<file path="config.mk">
export PLATFORM = sky130hd
export DESIGN_NAME = page_read_unpacker
export DESIGN_NICKNAME = d
export VERILOG_FILES = /design/src/rtl/page_read_unpacker.sv
export SDC_FILE = /design/constraint.sdc
export NUM_CORES = 1
export LEC_CHECK = 0
export CORE_MARGIN = 2
export CORE_UTILIZATION = 55
export CTS_BUF_LIST = sky130_fd_sc_hd__clkbuf_4
export CTS_CLUSTER_DIAMETER = 60
export DETAILED_ROUTE_END_ITERATION = 12
export PLACE_DENSITY = 0.82
export SYNTH_ARGS = -nofsm -noshare
export SYNTH_HDL_FRONTEND = slang
export SYNTH_SLANG_ARGS = --single-unit
export TNS_END_PERCENT = 100
</file>
<file path="constraint.sdc">
create_clock -name clock -period 9.9 [get_ports clock]
set_input_delay 1.98 -clock clock [delete_from_list [all_inputs] [get_ports clock]]
set_output_delay 1.98 -clock clock [all_outputs]
set_load 0.01 [all_outputs]
</file>
<file path="src/rtl/page_read_unpacker.sv">
// rtl/page_read_unpacker.sv - buffers paired page-write words and replays them lane by lane as butterfly operands
module page_read_unpacker #(
  parameter int DEPTH           = 4,
  parameter int WORDS_PER_FRAME = 8
) (
  input  logic                   clock,
  input  logic                   reset,
  input  logic [127:0]           i_write_val1,
  input  logic [127:0]           i_write_val2,
  input  logic                   i_valid,
  output logic                   o_ready,
  output logic [31:0]            o_butterfly_top,
  output logic [31:0]            o_butterfly_bottom,
  output logic [1:0]             o_lane,
  output logic                   o_valid,
  input  logic                   i_ready,
  output logic                   o_last,
  output logic [$clog2(DEPTH):0] o_count
);
  localparam int AW = $clog2(DEPTH);
  localparam int CW = AW + 1;
  localparam int FW = (WORDS_PER_FRAME > 1) ? $clog2(WORDS_PER_FRAME) : 1;
  localparam logic [CW-1:0] FULL_CNT  = CW'(DEPTH);
  localparam logic [FW-1:0] LAST_WORD = FW'(WORDS_PER_FRAME - 1);

  logic [255:0]  mem_q [DEPTH];
  logic [AW-1:0] wr_ptr_q, wr_ptr_d;
  logic [AW-1:0] rd_ptr_q, rd_ptr_d;
  logic [CW-1:0] count_q, count_d;
  logic [1:0]    lane_q, lane_d;
  logic [FW-1:0] word_idx_q, word_idx_d;
  logic          push, xfer, pop;
  logic [255:0]  head;

  assign o_ready = !reset && (count_q < FULL_CNT);
  assign o_valid = (count_q != '0);
  assign o_lane  = lane_q;
  assign o_count = count_q;
  assign o_last  = o_valid && (lane_q == 2'd3) && (word_idx_q == LAST_WORD);

  assign push = i_valid && o_ready;
  assign xfer = o_valid && i_ready;
  assign pop  = xfer && (lane_q == 2'd3);

  // DEPTH is a power of two, so the pointers wrap by natural overflow.
  always_comb begin
    wr_ptr_d   = wr_ptr_q;
    rd_ptr_d   = rd_ptr_q;
    count_d    = count_q;
    lane_d     = lane_q;
    word_idx_d = word_idx_q;
    if (push) wr_ptr_d = wr_ptr_q + AW'(1);
    if (xfer) lane_d = lane_q + 2'd1;
    if (pop) begin
      rd_ptr_d   = rd_ptr_q + AW'(1);
      word_idx_d = (word_idx_q == LAST_WORD) ? '0 : word_idx_q + FW'(1);
    end
    case ({push, pop})
      2'b10:   count_d = count_q + CW'(1);
      2'b01:   count_d = count_q - CW'(1);
      default: count_d = count_q;
    endcase
  end

  always_ff @(posedge clock) begin
    if (reset) begin
      wr_ptr_q   <= '0;
      rd_ptr_q   <= '0;
      count_q    <= '0;
      lane_q     <= '0;
      word_idx_q <= '0;
    end else begin
      wr_ptr_q   <= wr_ptr_d;
      rd_ptr_q   <= rd_ptr_d;
      count_q    <= count_d;
      lane_q     <= lane_d;
      word_idx_q <= word_idx_d;
    end
  end

  // Storage is not reset; push already excludes reset through o_ready.
  always_ff @(posedge clock) begin
    if (push) mem_q[wr_ptr_q] <= {i_write_val2, i_write_val1};
  end

  assign head               = mem_q[rd_ptr_q];
  assign o_butterfly_top    = head[{1'b0, lane_q, 5'd0} +: 32];
  assign o_butterfly_bottom = head[{1'b1, lane_q, 5'd0} +: 32];

endmodule

</file>
## Word-level counts from Yosys, hierarchy flattened

Memory sizes are Yosys's and may differ from the RTL's. A register that Yosys moved wholly into a read port is not among the register bits.
Index checks and enable logic that the tools add are counted.

- Register bits after elaboration: 12
- Memory bits (writable): 1024
- Input port bits: 260
- Output and inout bits: 72
- Word-level logic and storage cells: 34
- Memories kept: 1

Memory list:

| name | words | bits a word | rd ports | clocked after Yosys merged registers in | write ports | line | source |
|---|---|---|---|---|---|---|---|
| mem_q | 4 | 256 | 1 | 1 | 1 | 26 | `logic [255:0] mem_q [DEPTH];` |

- $add $sub $neg: 6
- $lt $le $gt $ge: 1
- Equal/unequal tests: 4
- Shifts and indexed selects: 2
- Muxes and demuxes: 6
- Reductions and logical operators: 9

Operators by type and width:

| kind | number |
|---|---|
| $shiftx A256 B8 Y32 | 1 |
| $shiftx A256 B9 Y32 | 1 |
| $add A2 B1 Y2 const B | 3 |
| $add A3 B1 Y3 const B | 2 |
| $logic_and A1 B1 Y1 | 6 |
| $pmux W3 S2 | 1 |
| $eq A2 B2 Y1 const B | 2 |
| $mux W2 | 2 |
| $eq A3 B3 Y1 const B | 1 |
| $lt A3 B3 Y1 const B | 1 |
| $mux W3 | 1 |
| $reduce_bool A3 Y1 | 1 |
| $sub A3 B1 Y3 const B | 1 |
| $eq A2 B1 Y1 const B | 1 |
| $mux W1 | 2 |
| $reduce_bool A2 Y1 | 1 |
| $logic_not A1 Y1 | 1 |

## Depth between registers and ports, before layout

Gate-level depths: netlist of run 1.

- Depth in word-level cells: 5
- Mapped depth: 9
- Mapped depth without buffers: 9

## Least setup slack after synthesis of run 1

No wires, ideal clock.

- Path kind: in2reg
- From: input reset
- To: memory mem_q[0][0] (enable)
- Library setup time: 0.649 ns
- Arrival time: 8.330 ns
- Data required time: 9.251 ns
- Slack: 0.920 ns
- Cell stages on the path: 3
- Buffers on the path: 1
- Path through: clkbuf_1 nor3b_2 and2_1

- Cells in the longest elaborated chain, start to end: 5

Ends and longest elaborated chain:

| item | line | source |
|---|---|---|
| start: declaration | 7 | `input logic reset,` |
| $logic_not A1 Y1 | 35 | `assign o_ready = !reset && (count_q < FULL_CNT);` |
| $logic_and A1 B1 Y1 | 35 |  |
| $logic_and A1 B1 Y1 | 41 | `assign push = i_valid && o_ready;` |
| $mux W1 | 83 | `if (push) mem_q[wr_ptr_q] <= {i_write_val2, i_write_val1};` |
| $mux W1 (not written as such) | 83 |  |
| end: declaration | 26 |  |

No other way between the ends.

## Worst setup path in the final report of run 1

- From: register lane_q[0] (netlist: o_lane[0])
- To: output o_butterfly_top[19]

- Cells in the longest elaborated chain, start to end: 1

Ends and longest elaborated chain:

| item | line | source |
|---|---|---|
| start: declaration | 30 | `logic [1:0] lane_q, lane_d;` |
| start signal: assignment | 76 | `lane_q <= lane_d;` |
| $shiftx A256 B8 Y32 | 87 | `assign o_butterfly_top = head[{1'b0, lane_q, 5'd0} +: 32];` |
| end: declaration | 12 | `output logic [31:0] o_butterfly_top,` |

No other way between the ends.

==> results of run 1 <==
## stage by stage
| step | util | hold slack (ns) | cells | area, µm² |
|---|---|---|---|---|
| after floorplan | - | 0.449 | 1635 | 38900 |
| after global placement | 0.616 | 0.460 | 2836 | 43200 |
| after detailed placement | 0.616 | 0.467 | 2836 | 43200 |
| after CTS | 0.664 | 0.480 | 3291 | 46500 |
| after global routing | 0.664 | 0.518 | 3309 | 46500 |
| final | 0.665 | 0.478 | 3314 | 46500 |
## report_power, final
part           internal (W)  switching (W)  leakage, nW
clock               0.00193        0.00161         1.97
combinational      0.000231       0.000235         3.33
sequential          0.00495      0.0000257         9.41
total               0.00711        0.00187         14.7
## layout by cell type, fill, tap and decap left out, drive strengths merged
master	n
clkinv	61
diode	23
inv	14
fa	1
xnor2	2
bufinv	6
ha	8
and2	5
o31ai	2
a21oi	5
clkinvlp	1
mux2i	2
nor2	11
mux4	256
xor2	3
and3	1
nand3	1
clkdlybuf4s50	331
edfxtp	1024
nand2	67
dfxtp	14
clkbuf	381
o311ai	1
nor2b	2
nor3b	1
or3	4
o21ai	2
a22oi	128
buf	17
## tightest hold or removal path: stages (launching register included)
cell     delay [ns]
dfxtp_1        0.32
nand2_1        0.06
a21oi_1        0.05
## metal layers
layer / up-vias / global-route usage / wire length, µm
li1: 8304 / - / -
met4: 20 / 0.0886 / 1880
met5: - / 0 / 122
met3: 148 / 0.0773 / 6420
met1: 9918 / 0.277 / 30500
met2: 760 / 0.360 / 41300
## sequential cells by signal, indices dropped and copies added, names as in the netlist, named ones only
| register | flops |
|---|---|
| wr_ptr_q | 2 |
| mem_q | 1024 |
| word_idx_q | 3 |
| o_count | 3 |
| rd_ptr_q | 2 |
| o_lane | 2 |
## worst paths after layout
path / start / end / slack, ns / depth (start not counted)
setup / recovery: o_lane[0]$_SDFFE_PP0P_ / o_butterfly_top[19] / 3.52 / 5
hold / removal: word_idx_q[0]$_SDFFE_PP0P_ / word_idx_q[0]$_SDFFE_PP0P_ / 0.48 / 2
setup reg to reg: o_count[2]$_SDFFE_PP0P_ / mem_q[2][92]$_DFFE_PP_ / 6.89 / 3
hold reg to reg: word_idx_q[0]$_SDFFE_PP0P_ / word_idx_q[0]$_SDFFE_PP0P_ / 0.48 / 2
## layout make-up
class	count	area (µm²)
multi-input combinational	502	7400
sequential	1038	31000
timing repair buffer	348	3530
fill	4378	23500
antenna	23	57.6
inverter	8	30.0
clock buffer	381	2860
tap	940	1180
clock inverter	74	449
## synth_stat cells, types with 2 or more instances
cell	n
buf_6	7
xor2_1	3
o31ai_1	2
clkbuf_1	44
inv_1	8
buf_1	8
ha_1	8
mux2i_1	2
o21ai_0	2
mux4_2	256
dfxtp_1	14
buf_2	10
xnor2_1	2
nor2_1	11
nor2b_1	2
edfxtp_1	1024
a21oi_1	5
and2_1	5
buf_4	18
a22oi_1	128
or3_1	4
nand2_1	67
## kinds of logic after synthesis
logic type,Yosys count,share of synthesized area
compound gates,138,0.0264
xor+xnor,5,0.00113
fa+ha+maj,9,0.00309
buf+inv,95,0.0126
flops,1038,0.798
mux,258,0.149
simple gates,92,0.00991
==> metrics.md, run 1 <==
| Metric | Value |
|---|---|
| Area added between synthesis and finish | 19.7% |
| Async set-or-reset flop fraction in the synthesized netlist | 0 |
| IO Count | 332 |
| Number of flops mapped to enable cells by yosys | 1,024 |
| Number of design rule violations left after detail routing | 0 |
| Remaining max-slew budget at the tightest pin | -0.0146 |
| Overall global routing resource usage | 0.222 |
| Worst-path cell chain | nor2b_4 > buf_4 > a22oi_1 > nand2_1 > clkdlybuf4s50_1 |
| Vias per inst | 5.78 |
| Max-slew violation count | 37 |
| Aggregate global routing overflow | 0 |
| Post-route total power | 0.00898 W |
| Number of global-route vias before repair | 20,700 |
| Violations in the final reports | slew limit |
| Later-pin clock latency in the skew report | 1.11 ns |
| Unrepaired setup endpoints after global routing | no |
| Sequential cell area fraction in the yosys report | 0.798 |
| Clock Sinks | 1,038 |
| Via count | 19,200 |
| Residual antenna-violating net count after detailed routing | 0 |
| Setup Buffers After CTS | 0 |
| Drt total wl | 80,200 µm |
| Maximum number of pins on one net before global-route repair | 171 |
| Die Footprint | 72,800 µm² |
| Worst-path maximum fanout | 35 |
| Signal arrival time at the worst endpoint | 4.40 ns |
| Total Neg Setup Slack | 0 ns |
| First-pass GRT wire length | 121,000 µm |
| CP peak stage delay | 1.09 ns |
| Starting density of the core | 0.555 |
| Result of the run | finished, violations left |
| Maximum resistive drop on vdd | 0.147 mV |
| Static Leakage | 14.7 nW |
| Initial DRT Pass Iterations | 5 |
| Slew at the pin closest to its max-slew limit | 1.52 ns |
| Final critical-path setup slack | 3.52 ns |
| Ratio of final minimum period to clock period | 0.644 |
| Number of endpoints with negative hold slack in the final report | 0 |
| Cell with the largest stage delay on the worst path | nor2b_4 |
| Initial antenna violation count | 26 |
| # resized after CTS | 0 |
| Worst hold path type | reg -> reg |
| Kind of start point of the critical path | flop |
| Number of buffers inserted by port buffering | 331 |
| Setup-violating endpoint count in the final report | 0 |
| Achievable frequency | 157 MHz |
| Height of the die | 270 µm |
| Area of the placeable core | 70,000 µm² |
| Mean cell area of the mapped netlist | 23.8 µm² |
| Tmin final | 6.38 ns |
| Buffer and inverter count on the worst path | 2 |
| Cell taking the most area after synthesis | edfxtp_1 |
| Post-Synthesis Cell Area | 38,900 µm² |
| CTS H-tree depth | 5 |
| Root buffer selected by CTS | clkbuf_4 |
| Share of Yosys cell area claimed by the top area cell type | 0.791 |
| Category of the most critical setup path | reg -> out |
| Worst slack at placement | 4.50 ns |
| # rows | 97 |
| Prevailing post-synth register cell | edfxtp_1 |
| Power density of the placed cells | 193 nW/µm² |
| Net count after synthesis | 1,904 |
| RePlAce Congestion | 0.769 |
| Fraction of final layout cells with drive strength greater than 1 | 0.291 |
| Number of nets in the layout | 2,443 |
| Cts bufs inserted | 276 |
| CTS clock-pin slew for the worst setup and hold paths | 0.07 ns |
| Gate count after technology mapping | 1,635 |
| TritonCTS clock tree | yes |
| Post-synth cell types | 27 |
| DR iter-0 viols | 1,569 |
| Die span in x | 270 µm |
| # hold bufs at CTS | 0 |
| Longest Clk Path Bufs | 4 |
| Final routed wire length divided by cell count | 24.2 µm |
| Worst Skew | 0.0941 ns |
| Ys Warns | 0 |
| Max-cap violation count | 0 |
| Crit. End Element | output pin |
| Detailed Place HPWL | 44,300 µm |
| Largest delay contributor family on the critical path | buffers and inverters |
| Required time worst endpoint | 7.92 ns |
| Number of synthesized register bits | 1,038 |
| Leading post-synthesis cells by cell area | edfxtp_1, mux4_2, a22oi_1 |
Power figures use the tool's default switching activity.
==> inputs of run 2 (changes only) <==
- clock period: 9.9 -> 6.49 ns (I/O delays scaled with it)
==> metrics.md, run 2 (synthesis gave the netlist of run 1 again) <==
| Metric | Value |
|---|---|
| Result of the run | completed |
| Overall global routing resource usage | 0.230 (+0.00769) |
| Worst-path cell chain | buf_12 > mux4_2 > a22oi_1 > nand2_1 > clkdlybuf4s50_1 |
| Most frequent cells in the layout | edfxtp_1, clkbuf_4, clkdlybuf4s50_1 |
| Setup-violating endpoint count in the final report | 0 (unchanged) |
| Initial DRT Pass Iterations | 5 (unchanged) |
| First-pass GRT wire length | 125,000 µm (+3.3%) |
| RePlAce Congestion | 0.773 (+0.57%) |
| Area added between synthesis and finish | 19.8% (about the same) |
| Share of total power in sequential cells | 0.568 (+0.014) |
| Drt total wl | 82,400 µm (+2.7%) |
| Hold Path Sink | word_idx_q[0]$_SDFFE_PP0P_ |
| Logic gate share of total power | 0.055 (+0.003) |
| Hold Slack | 0.485 ns (+0.00649 ns) |
| Static Leakage | 14.7 nW (about the same) |
| # hold bufs at CTS | 0 (unchanged) |
| Sw Ratio | 0.217 (+0.00870) |
| Unrepaired setup endpoints after global routing | no |
| Worst r2r src | o_count[2]$_SDFFE_PP0P_ |
| Number of global-route vias before repair | 20,800 (+0.28%) |
| Required time worst endpoint | 5.19 ns (-2.73 ns) |
| Number of design rule violations left after detail routing | 0 (unchanged) |
| Number of buffers inserted by port buffering | 331 (unchanged) |
| Tmin final | 5.31 ns |
| Signal arrival time at the worst endpoint | 4.01 ns (-0.39 ns) |
| Total Neg Setup Slack | 0 ns (unchanged) |
| DR iter-0 viols | 1,810 (+15%) |
| Number of stages on the worst hold path | 2 (unchanged) |
| Later-pin clock latency in the skew report | 1.04 ns (-0.07 ns) |
| Power density of the placed cells | 287 nW/µm² (+49%) |
| Detailed Place HPWL | 48,600 µm (+9.8%) |
| Maximum resistive drop on vdd | 0.194 mV (+32%) |
| Ratio of final minimum period to clock period | 0.819 |
| Max-slew violation count | 0 (-100%) |
| Number of endpoints with negative hold slack in the final report | 0 (unchanged) |
| Longest Clk Path Bufs | 3 (-1) |
| Starting density of the core | 0.555 (unchanged) |
| Buffer and inverter count on the worst path | 2 (unchanged) |
| CTS clock-pin slew for the worst setup and hold paths | 0.07 ns (about the same) |
| Slew at the pin closest to its max-slew limit | 1.12 ns (-0.400 ns) |
| Worst-path maximum fanout | 85 (+140%) |
| Remaining max-slew budget at the tightest pin | 0.252 (+0.267) |
| Clock power frac | 0.378 (-0.016) |
| NetSw | 0.00290 W (+55%) |
| Die span in x | 270 µm (unchanged) |
| Worst hold path type | reg -> reg |
| Initial antenna violation count | 28 (+7.7%) |
| Setup Buffers After CTS | 0 (unchanged) |
| Crit. End Element | output pin |
| Root buffer selected by CTS | clkbuf_4 |
| Worst r2r path cells | 3 (unchanged) |
| Cell with the largest stage delay on the worst path | dfxtp_4 |
| Via count | 19,300 (+0.78%) |
| Worst Skew | 0.0484 ns (-0.0457 ns) |
| Cts bufs inserted | 239 (-13%) |
| Residual antenna-violating net count after detailed routing | 0 (unchanged) |
| Worst reg2reg setup slack | 3.73 ns (-3.16 ns) |
| Largest delay contributor family on the critical path | buffers and inverters |
| # rows | 97 (unchanged) |
| CP peak stage delay | 0.74 ns (-0.35 ns) |
| CTS H-tree depth | 4 (-1) |
| Startpoint of the most critical hold path | word_idx_q[0]$_SDFFE_PP0P_ |
| Achievable frequency | 188 MHz |
| Max-cap violation count | 0 (unchanged) |
| Fraction of final layout cells with drive strength greater than 1 | 0.289 (-0.00225) |
| Clock Sinks | 1,038 (unchanged) |
| Aggregate global routing overflow | 0 (unchanged) |
| Most common cell after layout, fill and taps aside | edfxtp_1 |
| Kind of start point of the critical path | flop |
| Number of nets in the layout | 2,429 (-0.57%) |
| Flip-flop count of the largest register, all copies and words added | 1,024 (unchanged) |
| Critical register-to-register path endpoint | mem_q[0][64]$_DFFE_PP_ |
| Maximum number of pins on one net before global-route repair | 100 (-42%) |
| Most flops, register | mem_q |
| Category of the most critical setup path | reg -> out |
| Die Footprint | 72,800 µm² (unchanged) |
| # resized after CTS | 0 (unchanged) |
| Final routed wire length divided by cell count | 24.9 µm (+2.8%) |
| IO Count | 332 (unchanged) |
| TritonCTS clock tree | yes |
| Area of the placeable core | 70,000 µm² (unchanged) |
| Vias per inst | 5.83 (+0.81%) |
| Total internal power | 0.0105 W (+47%) |
| Height of the die | 270 µm (unchanged) |
## run 2: layout make-up
cell class                      count  area, µm²
Sequential cell                  1038      31000
Clock inverter                     93        528
Antenna cell                       21       52.6
Multi-Input combinational cell    502       7400
Clock buffer                      340       2550
Timing Repair Buffer              371       3800
Inverter                            8       30.0
Fill cell                        4371      23500
Tap cell                          940       1180
## run 2: power by group through the flow
stage	Sequential, W	Combinational, W	Clock (W)
4_1_cts	0.00759	0.000737	0.00519
5_1_grt	0.00760	0.000777	0.00551
6_report	0.00759	0.000731	0.00505
3_5_place_dp	0.00774	0.000733	0
2_1_floorplan	0.00774	0.000273	0
3_3_place_gp	0.00772	0.000711	0
## run 2: through the flow
| stage | cell area (µm²) | power (W) | setup WS, ns | utilization | std cells |
|---|---|---|---|---|---|
| 2_1_floorplan | 38900 | 0.00802 | 1.05 | - | 1635 |
| 3_3_place_gp | 43400 | 0.00843 | 2.15 | 0.620 | 2859 |
| 3_5_place_dp | 43400 | 0.00847 | 2.04 | 0.620 | 2859 |
| 4_1_cts | 46500 | 0.0135 | 0.990 | 0.664 | 3292 |
| 5_1_grt | 46600 | 0.0139 | 0.842 | 0.665 | 3308 |
| 6_report | 46600 | 0.0134 | 1.18 | 0.665 | 3313 |
## run 2: worst max path at each step
stage / endpoint / cells past startpoint
global route: o_butterfly_bottom[28] / 5
detailed placement: mem_q[0][64]$_DFFE_PP_ / 4
global placement: mem_q[0][95]$_DFFE_PP_ / 4
finish: o_butterfly_bottom[22] / 5
floorplan: mem_q[0][0]$_DFFE_PP_ / 3
CTS: o_butterfly_bottom[30] / 5
## run 2: worst reg2reg max path, delay by kind of cell (launching register included)
kind                   cells  cell delay (ns)
flip-flops                 1             0.40
buffers and inverters      1             0.54
AND/OR/NAND/NOR            2             1.46
## run 2: metal layers
| layer | GRT usage | routed length, µm |
|---|---|---|
| met1 | 0.294 | 31000 |
| met2 | 0.379 | 42700 |
| met3 | 0.0641 | 6480 |
| met4 | 0.0871 | 1950 |
| met5 | 0 | 222 |
==> inputs of run 3 (changes only) <==
- clock period: 6.49 -> 5.4 ns (I/O delays scaled with it)
==> metrics.md, run 3 (synthesis gave the netlist of run 1 again) <==
| Metric | Value |
|---|---|
| # rows | 97 (unchanged) |
| Initial antenna violation count | 21 (-25%) |
| Detailed Place HPWL | 48,400 µm (-0.48%) |
| Most flops, register | mem_q |
| Root buffer selected by CTS | clkbuf_4 |
| Number of nets in the layout | 2,472 (+1.8%) |
| Setup Buffers After CTS | 0 (unchanged) |
| Residual antenna-violating net count after detailed routing | 0 (unchanged) |
| TritonCTS clock tree | yes |
| Maximum number of pins on one net before global-route repair | 65 (-35%) |
| Kind of start point of the critical path | flop |
| CTS clock-pin slew for the worst setup and hold paths | 0.07 ns (about the same) |
| Overall global routing resource usage | 0.230 (+0.000489) |
| Maximum resistive drop on vdd | 0.264 mV (+36%) |
| Crit. End Element | output pin |
| Most common cell after layout, fill and taps aside | edfxtp_1 |
| Unrepaired setup endpoints after global routing | no |
| Tmin final | 4.75 ns |
| Cts bufs inserted | 275 (+15%) |
| Max-cap violation count | 0 (unchanged) |
| Remaining max-slew budget at the tightest pin | 0.295 (+0.0428) |
| Aggregate global routing overflow | 0 (unchanged) |
| Area of the placeable core | 70,000 µm² (unchanged) |
| Number of global-route vias before repair | 21,200 (+2.0%) |
| Later-pin clock latency in the skew report | 1.05 ns (about the same) |
| Max-slew violation count | 0 (unchanged) |
| # resized after CTS | 0 (unchanged) |
| First-pass GRT wire length | 125,000 µm (+0.28%) |
| Most frequent cells in the layout | edfxtp_1, clkbuf_4, clkdlybuf4s50_1 |
| Setup-violating endpoint count in the final report | 0 (unchanged) |
| # hold bufs at CTS | 0 (unchanged) |
| Starting density of the core | 0.555 (unchanged) |
| Fraction of final layout cells with drive strength greater than 1 | 0.302 (+0.0134) |
| Signal arrival time at the worst endpoint | 3.67 ns (-0.34 ns) |
| Slew at the pin closest to its max-slew limit | 1.06 ns (-0.0642 ns) |
| Number of buffers inserted by port buffering | 331 (unchanged) |
| Worst slack at placement | 1.49 ns (-0.551 ns) |
| Non-Filler Instances | 3,315 (+0.060%) |
| Placed standard-cell area | 43,600 µm² (+0.44%) |
| CTS H-tree depth | 5 (+1) |
| DR iter-0 viols | 1,785 (-1.4%) |
| Height of the die | 270 µm (unchanged) |
| IO Count | 332 (unchanged) |
| Worst hold path type | reg -> reg |
| Longest Clk Path Bufs | 4 (+1) |
| Via count | 19,400 (+0.72%) |
| Initial DRT Pass Iterations | 5 (unchanged) |
| Clock Sinks | 1,038 (unchanged) |
| Worst Skew | 0.0847 ns (+0.0363 ns) |
| Required time worst endpoint | 4.32 ns (-0.87 ns) |
| Final routed wire length divided by cell count | 24.8 µm (-0.19%) |
| Static Leakage | 14.9 nW (+1.4%) |
| Area added between synthesis and finish | 20.6% |
| RePlAce Congestion | 0.777 (+0.48%) |
| Number of endpoints with negative hold slack in the final report | 0 (unchanged) |
| Post-route standard cell area excluding fillers | 46,900 µm² (+0.67%) |
| Achievable frequency | 211 MHz |
| Power density of the placed cells | 350 nW/µm² (+22%) |
| Vias per inst | 5.86 (+0.65%) |
| Total Neg Setup Slack | 0 ns (unchanged) |
| Ratio of final minimum period to clock period | 0.879 |
| Number of design rule violations left after detail routing | 0 (unchanged) |
| Die Footprint | 72,800 µm² (unchanged) |
| Final critical-path setup slack | 0.655 ns (-0.523 ns) |
| Die span in x | 270 µm (unchanged) |
| Result of the run | completed |
| Flip-flop count of the largest register, all copies and words added | 1,024 (unchanged) |
| Worst-path maximum fanout | 51 (-40%) |
| Drt total wl | 82,300 µm (-0.13%) |
| Count of placed standard cells including taps | 2,866 (+0.24%) |
| Category of the most critical setup path | reg -> out |
-- run 3: worst paths after layout --
| path | slack, ns | to | depth (start not counted) | startpoint |
|---|---|---|---|---|
| max | 0.65 | o_butterfly_bottom[10] | 5 | o_lane[1]$_SDFFE_PP0P_ |
| min | 0.49 | word_idx_q[0]$_SDFFE_PP0P_ | 2 | word_idx_q[0]$_SDFFE_PP0P_ |
| max reg2reg | 2.90 | mem_q[3][32]$_DFFE_PP_ | 3 | o_count[2]$_SDFFE_PP0P_ |
| min reg2reg | 0.49 | word_idx_q[0]$_SDFFE_PP0P_ | 2 | word_idx_q[0]$_SDFFE_PP0P_ |
-- run 3: critical path, stage by stage, from the launching register on --
cell and delay [ns]:
dfxtp_1 0.55, and2_4 0.92, buf_4 0.33, a22oi_1 0.10
nand2_1 0.14, clkdlybuf4s50_1 0.55
-- run 3: layout make-up --
type                    count  area, µm²
well taps                 940       1180
inverters                   8       30.0
repair buffers            378       3990
flip-flops and latches   1038      31000
multi-input cells         502       7400
clock inverters            58        359
clock buffers             383       2880
diodes                      8       20.0
fillers                  4305      23100
-- run 3: where the power goes --
part	internal, W	switching, W	total, W	leakage (nW)
clock	0.00348	0.00293	0.00642	1.95
sequential	0.00907	0.0000501	0.00912	9.41
combinational	0.000443	0.000449	0.000891	3.55
-- run 3: stage by stage --
step	hold slack [ns]	total power [W]	util
2_1_floorplan	0.449	0.00964	-
4_1_cts	0.481	0.0166	0.669
6_report	0.487	0.0164	0.670
5_1_grt	0.525	0.0171	0.669
3_3_place_gp	0.460	0.0101	0.623
3_5_place_dp	0.470	0.0102	0.623
-- run 3: per-layer routing --
| metal | track usage | up-vias | share of wire |
|---|---|---|---|
| met1 | 0.291 | 10000 | 0.37 |
| met5 | 0 | - | 0.0022 |
| met2 | 0.381 | 902 | 0.52 |
| li1 | - | 8324 | - |
| met3 | 0.0667 | 176 | 0.080 |
| met4 | 0.0901 | 28 | 0.025 |
